===== src/rtl/lc3b_types.sv =====
// Shared LC-3b types: register index, opcode enum, instruction packet and
// the immediate-extension helper used by the decode stage.
package lc3b_types;

    typedef logic [2:0]  lc3b_reg;
    typedef logic [15:0] lc3b_word;

    typedef enum logic [3:0] {
        OP_BR   = 4'b0000,
        OP_ADD  = 4'b0001,
        OP_LDB  = 4'b0010,
        OP_STB  = 4'b0011,
        OP_JSR  = 4'b0100,
        OP_AND  = 4'b0101,
        OP_LDR  = 4'b0110,
        OP_STR  = 4'b0111,
        OP_RTI  = 4'b1000,
        OP_NOT  = 4'b1001,
        OP_LDI  = 4'b1010,
        OP_STI  = 4'b1011,
        OP_JMP  = 4'b1100,
        OP_SHF  = 4'b1101,
        OP_LEA  = 4'b1110,
        OP_TRAP = 4'b1111
    } lc3b_opcode;

    typedef enum logic [2:0] {
        SEXT_NONE  = 3'd0,
        SEXT_IMM5  = 3'd1,
        SEXT_OFF6  = 3'd2,
        SEXT_OFF9  = 3'd3,
        SEXT_OFF11 = 3'd4,
        ZEXT_IMM4  = 3'd5,
        ZEXT_TRAP8 = 3'd6
    } lc3b_sext_sel;

    localparam lc3b_reg R7_IDX = 3'd7;

    typedef struct packed {
        logic       valid;
        lc3b_opcode opcode;
        lc3b_reg    dest;
        lc3b_reg    sr1;
        lc3b_reg    sr2;
        lc3b_word   pc;
        logic       imm_mode;
        logic       load_en;
        logic       store_en;
        logic       regfile_we;
    } lc3b_ipacket;

    function automatic lc3b_word extend_imm(input lc3b_sext_sel sel, input lc3b_word instr);
        lc3b_word result;
        case (sel)
            SEXT_IMM5:  result = {{11{instr[4]}},  instr[4:0]};
            SEXT_OFF6:  result = {{10{instr[5]}},  instr[5:0]};
            SEXT_OFF9:  result = {{7{instr[8]}},   instr[8:0]};
            SEXT_OFF11: result = {{5{instr[10]}},  instr[10:0]};
            ZEXT_IMM4:  result = {12'h000,         instr[3:0]};
            ZEXT_TRAP8: result = {8'h00,           instr[7:0]};
            default:    result = 16'h0000;
        endcase
        return result;
    endfunction

endpackage


===== src/rtl/id_regfile.sv =====
// 8x16 register file: two combinational read ports with write-through
// bypass and one synchronous write port.
module id_regfile
    import lc3b_types::*;
#(
    parameter logic [15:0] RESET_VALUE = 16'h0000
) (
    input  logic     clk,
    input  logic     reset_n,
    input  lc3b_reg  rd_idx_a,
    input  lc3b_reg  rd_idx_b,
    output lc3b_word rd_data_a,
    output lc3b_word rd_data_b,
    input  logic     we,
    input  lc3b_reg  wr_idx,
    input  lc3b_word wr_data
);

    lc3b_word   regs_reg [8];
    logic [7:0] wr_sel;

    generate
        for (genvar gi = 0; gi < 8; gi++) begin : g_wr_sel
            assign wr_sel[gi] = we && (wr_idx == lc3b_reg'(gi));
        end
    endgenerate

    always_ff @(posedge clk) begin
        for (int i = 0; i < 8; i++) begin
            if (!reset_n)
                regs_reg[i] <= RESET_VALUE;
            else if (wr_sel[i])
                regs_reg[i] <= wr_data;
        end
    end

    // A read of the register being written this cycle sees the new value.
    assign rd_data_a = wr_sel[rd_idx_a] ? wr_data : regs_reg[rd_idx_a];
    assign rd_data_b = wr_sel[rd_idx_b] ? wr_data : regs_reg[rd_idx_b];

endmodule


===== src/rtl/id_decode_stage.sv =====
// LC-3b instruction-decode stage: operand read, immediate extension, packet
// build and load-use hazard hold with a programmable number of bubbles.
module id_decode_stage
    import lc3b_types::*;
#(
    parameter int          LOAD_USE_STALLS = 1,
    parameter logic [15:0] REG_RESET_VALUE = 16'h0000
) (
    input  logic        clk,
    input  logic        reset_n,
    input  logic [15:0] instr_in,
    input  logic [15:0] pc_in,
    input  logic        instr_valid,
    input  logic        flush,
    input  logic        mem_stall,
    input  lc3b_ipacket exe_ipacket,
    input  logic        wb_en,
    input  lc3b_reg     wb_dest,
    input  logic [15:0] wb_data,
    output lc3b_ipacket ipacket_out,
    output logic [15:0] sr1_out,
    output logic [15:0] sr2_out,
    output logic [15:0] sext_out,
    output logic        stall_out
);

    typedef enum logic {
        ST_RUN  = 1'b0,
        ST_HOLD = 1'b1
    } id_state_t;

    localparam logic [1:0] CNT_INIT = 2'(LOAD_USE_STALLS - 1);

    id_state_t    state_reg, state_next;
    logic [1:0]   cnt_reg, cnt_next;

    lc3b_opcode   opcode;
    lc3b_reg      sr1_idx, sr2_idx, dest_idx;
    lc3b_sext_sel sext_sel;
    logic         is_load, is_store, sr1_used, sr2_used, imm_mode, regfile_we;
    logic         exe_is_load, load_use, pkt_valid;

    id_regfile #(
        .RESET_VALUE (REG_RESET_VALUE)
    ) u_regfile (
        .clk       (clk),
        .reset_n   (reset_n),
        .rd_idx_a  (sr1_idx),
        .rd_idx_b  (sr2_idx),
        .rd_data_a (sr1_out),
        .rd_data_b (sr2_out),
        .we        (wb_en),
        .wr_idx    (wb_dest),
        .wr_data   (wb_data)
    );

    assign opcode   = lc3b_opcode'(instr_in[15:12]);
    assign is_load  = (opcode == OP_LDR) || (opcode == OP_LDB) || (opcode == OP_LDI);
    assign is_store = (opcode == OP_STR) || (opcode == OP_STB) || (opcode == OP_STI);
    assign imm_mode = ((opcode == OP_ADD) || (opcode == OP_AND)) && instr_in[5];

    // Stores read their data register through the sr2 port.
    assign sr1_idx  = instr_in[8:6];
    assign sr2_idx  = is_store ? instr_in[11:9] : instr_in[2:0];
    assign dest_idx = ((opcode == OP_JSR) || (opcode == OP_TRAP)) ? R7_IDX : instr_in[11:9];

    always_comb begin
        sr1_used   = 1'b0;
        regfile_we = 1'b0;
        sext_sel   = SEXT_NONE;
        case (opcode)
            OP_ADD, OP_AND: begin
                sr1_used   = 1'b1;
                regfile_we = 1'b1;
                sext_sel   = SEXT_IMM5;
            end
            OP_NOT: begin
                sr1_used   = 1'b1;
                regfile_we = 1'b1;
            end
            OP_SHF: begin
                sr1_used   = 1'b1;
                regfile_we = 1'b1;
                sext_sel   = ZEXT_IMM4;
            end
            OP_LDR, OP_LDB, OP_LDI: begin
                sr1_used   = 1'b1;
                regfile_we = 1'b1;
                sext_sel   = SEXT_OFF6;
            end
            OP_STR, OP_STB, OP_STI: begin
                sr1_used   = 1'b1;
                sext_sel   = SEXT_OFF6;
            end
            OP_JMP: sr1_used = 1'b1;
            OP_BR:  sext_sel = SEXT_OFF9;
            OP_LEA: begin
                regfile_we = 1'b1;
                sext_sel   = SEXT_OFF9;
            end
            // instr[11] selects JSR (PC-relative) over JSRR (base register).
            OP_JSR: begin
                regfile_we = 1'b1;
                sr1_used   = !instr_in[11];
                sext_sel   = instr_in[11] ? SEXT_OFF11 : SEXT_NONE;
            end
            OP_TRAP: begin
                regfile_we = 1'b1;
                sext_sel   = ZEXT_TRAP8;
            end
            default: ;
        endcase
    end

    assign sr2_used = (((opcode == OP_ADD) || (opcode == OP_AND)) && !instr_in[5]) || is_store;
    assign sext_out = extend_imm(sext_sel, instr_in);

    assign exe_is_load = (exe_ipacket.opcode == OP_LDR) || (exe_ipacket.opcode == OP_LDB)
                      || (exe_ipacket.opcode == OP_LDI);
    assign load_use = instr_valid && exe_ipacket.valid && exe_is_load
                   && ((sr1_used && (exe_ipacket.dest == sr1_idx))
                    || (sr2_used && (exe_ipacket.dest == sr2_idx)));

    always_ff @(posedge clk) begin
        if (!reset_n) begin
            state_reg <= ST_RUN;
            cnt_reg   <= 2'd0;
        end else begin
            state_reg <= state_next;
            cnt_reg   <= cnt_next;
        end
    end

    always_comb begin
        state_next = state_reg;
        cnt_next   = cnt_reg;
        stall_out  = 1'b0;
        pkt_valid  = 1'b0;
        if (!reset_n) begin
            state_next = ST_RUN;
            cnt_next   = 2'd0;
        end else if (flush) begin
            state_next = ST_RUN;
            cnt_next   = 2'd0;
        end else if (mem_stall) begin
            // ID/EXE is frozen, so the packet is informational only.
            stall_out = 1'b1;
            pkt_valid = (state_reg == ST_RUN) && instr_valid && !load_use;
        end else begin
            case (state_reg)
                ST_RUN: begin
                    if (load_use) begin
                        stall_out  = 1'b1;
                        state_next = ST_HOLD;
                        cnt_next   = CNT_INIT;
                    end else begin
                        pkt_valid = instr_valid;
                    end
                end
                ST_HOLD: begin
                    stall_out = 1'b1;
                    if (cnt_reg == 2'd0)
                        state_next = ST_RUN;
                    else
                        cnt_next = cnt_reg - 2'd1;
                end
                default: state_next = ST_RUN;
            endcase
        end
    end

    always_comb begin
        ipacket_out            = '0;
        ipacket_out.valid      = pkt_valid;
        ipacket_out.opcode     = opcode;
        ipacket_out.dest       = dest_idx;
        ipacket_out.sr1        = sr1_idx;
        ipacket_out.sr2        = sr2_idx;
        ipacket_out.pc         = pc_in;
        ipacket_out.imm_mode   = imm_mode;
        ipacket_out.load_en    = is_load;
        ipacket_out.store_en   = is_store;
        ipacket_out.regfile_we = regfile_we;
    end

endmodule


===== config.mk =====
export PLATFORM = sky130hd
export DESIGN_NAME = id_decode_stage
export DESIGN_NICKNAME = d
export VERILOG_FILES = /design/src/rtl/lc3b_types.sv /design/src/rtl/id_regfile.sv /design/src/rtl/id_decode_stage.sv
export SDC_FILE = /design/constraint.sdc
export NUM_CORES = 1
export LEC_CHECK = 0
export ABC_AREA = 0
export BUFFER_PORTS_ARGS = -buffer_cell sky130_fd_sc_hd__buf_2
export CAP_MARGIN = 20
export CORE_MARGIN = 2
export CORE_UTILIZATION = 35
export DETAILED_ROUTE_END_ITERATION = 10
export PLACE_DENSITY = 0.57
export SLEW_MARGIN = 20
export SYNTH_ARGS = -nofsm -noshare
export SYNTH_HDL_FRONTEND = slang
export SYNTH_SLANG_ARGS = --single-unit

===== constraint.sdc =====
create_clock -name clk -period 6.15 [get_ports clk]
set_clock_uncertainty 0.15 [all_clocks]
set_input_delay 1.23 -clock clk [delete_from_list [all_inputs] [get_ports clk]]
set_output_delay 1.23 -clock clk [all_outputs]
set_load 0.01 [all_outputs]

# == Word-level counts from Yosys, hierarchy flattened ==
# Memory sizes are Yosys's and may differ from the RTL's.
# Cells that the tools add are included.
# op_classes
addsub,1
magnitude_cmp,2
eq_ne,34
n_mux,61
bitwise_logic,11
n_reduce_logical,40
# ops
op,count
16-bit two-way mux,10
16-bit case mux with 6 select lines,1
1-bit two-way mux,38
"4-bit equality test, second input constant",8
"3-bit equality test, second input constant",7
"4-bit by 3-bit equality test with 1-bit output, second input constant",5
3-bit case mux with 6 select lines,1
1-bit logical AND,17
"3-bit by 2-bit equality test with 1-bit output, second input constant",4
"4-bit by 2-bit equality test with 1-bit output, second input constant",3
11-bit OR reduction,1
1-bit logical OR,10
10-bit OR reduction,1
3-bit two-way mux,3
"3-bit by 4-bit < comparator with 1-bit output, second input constant",2
1-bit bitwise OR,8
1-bit binary-select mux with 3-bit select,2
"3-bit by 1-bit equality test with 1-bit output, second input constant",2
3-bit equality test,2
1-bit case mux with 2 select lines,3
2-bit OR reduction,3
6-bit OR reduction,1
"4-bit by 1-bit equality test with 1-bit output, second input constant",1
4-bit logical NOT,1
other kinds (9),15
# word_totals
register_bits,3
ramBits,128
output_inout_bits,83
elab_cells,152
mem_count,1
# memory_table
memory,depth,width,rd,rd_clocked_by_memory_dff,write_ports,line,text
u_regfile.regs_reg,8,16,2,0,8,id_regfile.sv:19,lc3b_word regs_reg [8];

# == Depth between registers and ports, before layout ==
# logic_depth
word_depth,13
depth_mapped,11

# == Cells and area by module ==
# A second synthesis with hierarchy kept.
# hier_totals
hier_cells,582
hier_area_um2,8416.8
# by_module_without_submodules
module,n_inst,cells_each,area_per_inst_um2,seq_area_each_um2
id_regfile,1,448,7455.9,3843.7
id_decode_stage,1,134,960.9,60.1

# == Worst setup path before layout ==
# OpenSTA, ideal clock, no wires.
# synth_path
path_kind,input-to-output
from,input port instr_in[14]
to,output port sr2_out[10]
t_arrival_ps,3125
path_slack_ps,1645
stages,11
path_cell_list,buf_2 > a21boi_4 > nand2_4 > inv_6 > mux2_4 > buf_6 > xnor2_1 > and4_1 > buf_6 > buf_6 > mux2_4
# synth_via
elab_chain_len,7
word_cells_on_any_way,10
# synth_lines
element,line,text
start: declaration,id_decode_stage.sv:11,"input logic [15:0] instr_in,"
4-bit by 3-bit equality test with 1-bit output / 4-bit by 2-bit equality test with 1-bit output (equally long branches),id_decode_stage.sv:59,assign is_store = (opcode == OP_STR) || (opcode == OP_STB) || (opcode == OP_STI);
1-bit logical OR,id_decode_stage.sv:59,
1-bit logical OR *,id_decode_stage.sv:59,
net is_store,id_decode_stage.sv:40,"logic is_load, is_store, sr1_used, sr2_used, imm_mode, regfile_we;"
3-bit two-way mux *,id_decode_stage.sv:64,assign sr2_idx = is_store ? instr_in[11:9] : instr_in[2:0];
1-bit binary-select mux with 3-bit select,id_regfile.sv:39,assign rd_data_b = wr_sel[rd_idx_b] ? wr_data : regs_reg[rd_idx_b];
1-bit two-way mux (implied by the code),id_regfile.sv:39,
16-bit two-way mux *,id_regfile.sv:39,
end: declaration,id_decode_stage.sv:22,"output logic [15:0] sr2_out,"
# The timed path passes the listed nets; every way through them passes the cells marked *. The select of a mux whose other input is x is not followed.

# == Final worst setup path ==
# layout_path
from,input port instr_in[13]
to,output port sr2_out[15]
# layout_via
elab_chain_len,7
word_cells_on_any_way,10
# layout_lines
element,line
4-bit by 3-bit equality test with 1-bit output / 4-bit by 2-bit equality test with 1-bit output (equally long branches),id_decode_stage.sv:59
1-bit logical OR,id_decode_stage.sv:59
1-bit logical OR *,id_decode_stage.sv:59
3-bit two-way mux *,id_decode_stage.sv:64
1-bit binary-select mux with 3-bit select,id_regfile.sv:39
1-bit two-way mux (implied by the code),id_regfile.sv:39
16-bit two-way mux *,id_regfile.sv:39
# Mark *: on every way between the ends. The rest lies on a longest branch, timed or not. The select of a mux whose other input is x is not followed.

==> results.yml <==
logic_synthesis:
  synth_compound_area_share_pct: 8.59
  synthSimpleGateAreaFrac_pct: 15.2
  async_flop_share_pct: 0
  netlist.area_leader.share_pct: 44.0
  muxShareOfSynthArea_pct: 24.0
  seq_area_frac_synth_pct: 44.7
  synth_top_area_cell: "edfxtp_1"
  synth-main-ff-cell: "edfxtp_1"
  synth_fa_ha_area_share_pct: 0.143
  synth_area_mm2: 0.00873
  synthTopCellsByArea: "edfxtp_1 (44%), mux2i_1 (13%), and2_1 (9.5%)"
  yosysWarningCount: 0
  avgSynthCellArea_um2: 11.5
  synth_top_family_by_area: "multiplexers"
  synthesis.nets: 852
  ys_seq_elements: 131
  synth_cell_types: 49
  synthCells: 760
  synth_xor_area_share_pct: 1.41
  synth_edf_count: 128
place:
  place_area_mm2: 0.00947
  dp_cells: 1145
  portBuffers: 115
  hpwl_mm: 16.5
  gp_congestion: 0.811
route:
  topRoutingLayerUsed: "met4"
  drc: 0
  viasPerCell: 5.27
  postRouteWirelength_mm: 25.2
  num_vias: 6196
  drt_iter0_markers: 532
  dr_wl_met3_mm: 1.13
  firstDrtPassIters: 5
  wl_per_cell_um: 21.5
  routed-wl-met2_mm: 12.7
  wl_met1_mm: 11.0
  ant_nets: 0
sta:
  hold_violations: 0
  period_needed_ns: 5.31
  max_slew_margin_pct: 23.6
  slew_violations: 0
  fin_tns_setup_ns: 0
  whs_ns: 0.288
  tightest_slew_ns: 1.14
  setup_viol: 0
  rsz0062_at_grt: "no"
  period_share_pct: 86.3
  fmax_ghz: 0.188
worst_setup_path:
  crit-reg2reg-launch: "cnt_reg[0]"
  worst_path_max_delay_cell: "mux2_4"
  cp_data_required_time_ns: 4.77
  end_kind: "output port"
  cp_cell_sequence: "buf_2, a21boi_4, nand2_4, inv_6, mux2_4, xnor2_1, and4_1, buf_4, mux2_2, buf_2"
  path_class: "primary input to output port"
  cp-start-kind: "primary input"
  path_delay_family: "buffers and inverters"
  max_stage_delay_ns: 0.47
  cp_num_buf_inv: 4
  crit_arrival_ns: 3.93
  worst-path-max-fanout: 36
  path_common_cell: "buf_2"
  worstSetupStartpoint: "instr_in[13]"
power_and_ir_drop:
  ir_drop_v: 0.000201
  leakage_nw: 4.01
  powerDensity_mw_per_mm2: 250
floorplanning:
  die_area_mm2: 0.0262
  start_util_pct: 35.8
  rows: 57
  core-area_mm2: 0.0244
  die_x_um: 162
  ios: 174
  fp.dieH_um: 162
layout:
  nNetsFinal: 932
  drive_above_1_share_pct: 27.1
  antennaDiodeCount: 0
  final_cell_mix: "and2_1 (132), edfxtp_1 (128), buf_2 (115)"
  final_common_cell: "and2_1"
  fill_cells: 2358
  syn_to_final_growth_pct: 14.6
  fin_cells: 1175
  largest_reg_flops: 128
  fin_area_mm2: 0.0100
clocking:
  ctsResizeCount: 0
  path_clk_slew_ns: 0.06
  clk_latency_ns: 0.41
  ctsRootBufferMaster: "clkbuf_16"
  cts_hold_buf: 0
  clock-sinks: 131
  cts_tree: "built"
  htreeDepth: 4
  clk_path_buf_depth: 2
  cts_buffers: 17
  cts_setup_buffers: 0
run_status:
  status: "complete, no violations"
global_route:
  grt_pass1_wl_mm: 37.9
  gr-total-overflow: 0
  grt_pass1_vias: 6080
  grt_antenna_before_repair: 0
  grt_use_total_pct: 19.5
  grt_max_degree: 37
job:
  drv_cap: 0
hold_path:
  min-delay-start: "cnt_reg[0]"
  hp-class: "register to register"
==> cell families after synthesis <==
kind of cell,count (synthesis)
AND/OR/NAND/NOR,241
multiplexers,163
flip-flops,131
AO/OA/AOI/OAI,119
buffers and inverters,91
XOR/XNOR,14
adder cells (fa/ha/maj),1
==> final timing paths <==
check                              endpoint  slack (ns)  cells after the start
worst max-delay path            sr2_out[15]        0.84                     10
worst min-delay path             cnt_reg[0]        0.29                      1
worst max register to register   cnt_reg[1]        4.47                      6
worst min register to register   cnt_reg[0]        0.29                      1
==> through the flow <==
stage          util, %  power [mW]  worst slack [ns]
3_5_place_dp      38.8        1.58             0.809
2_1_floorplan        -        1.41              1.65
4_1_cts           41.0        2.52             0.803
3_3_place_gp      38.8        1.57             0.813
5_1_grt           41.0        2.60             0.670
6_report          41.0        2.50             0.843
==> cell usage after synthesis, types with 8 or more instances <==
master	instances
nand2_1	17
edfxtp_1	128
o22ai_1	16
buf_2	8
mux2_4	11
mux4_2	32
clkbuf_1	36
xnor2_1	9
a221oi_1	16
o21ai_0	11
a21oi_1	55
and2_1	132
mux2i_1	113
buf_4	36
nor2_1	60
==> layer usage <==
layer / vias to the layer above / GRT usage (%)
li1: 2944 / -
met1: 3038 / 25.4
met2: 186 / 33.7
met3: 28 / 3.09
met4: 0 / 5.55
met5: - / 0
==> area by class of cell <==
type	instances	area (um^2)	share of cell area (%)
Inverter	6	27.5	0.275
Clock buffer	23	448	4.48
Multi-Input combinational cell	538	4330	43.2
Sequential cell	131	3900	39.0
Tap cell	324	405	4.05
Timing Repair Buffer	146	808	8.08
Clock inverter	7	85.1	0.850
==> power breakdown <==
part,internal (mW),total (mW),switching [mW],leakage [nW]
logic,0.211,0.480,0.269,2.49
clock network,0.587,0.943,0.356,0.256
registers,1.04,1.08,0.0345,1.26
total,1.84,2.50,0.659,4.01
(Power assumes the default switching activity.)
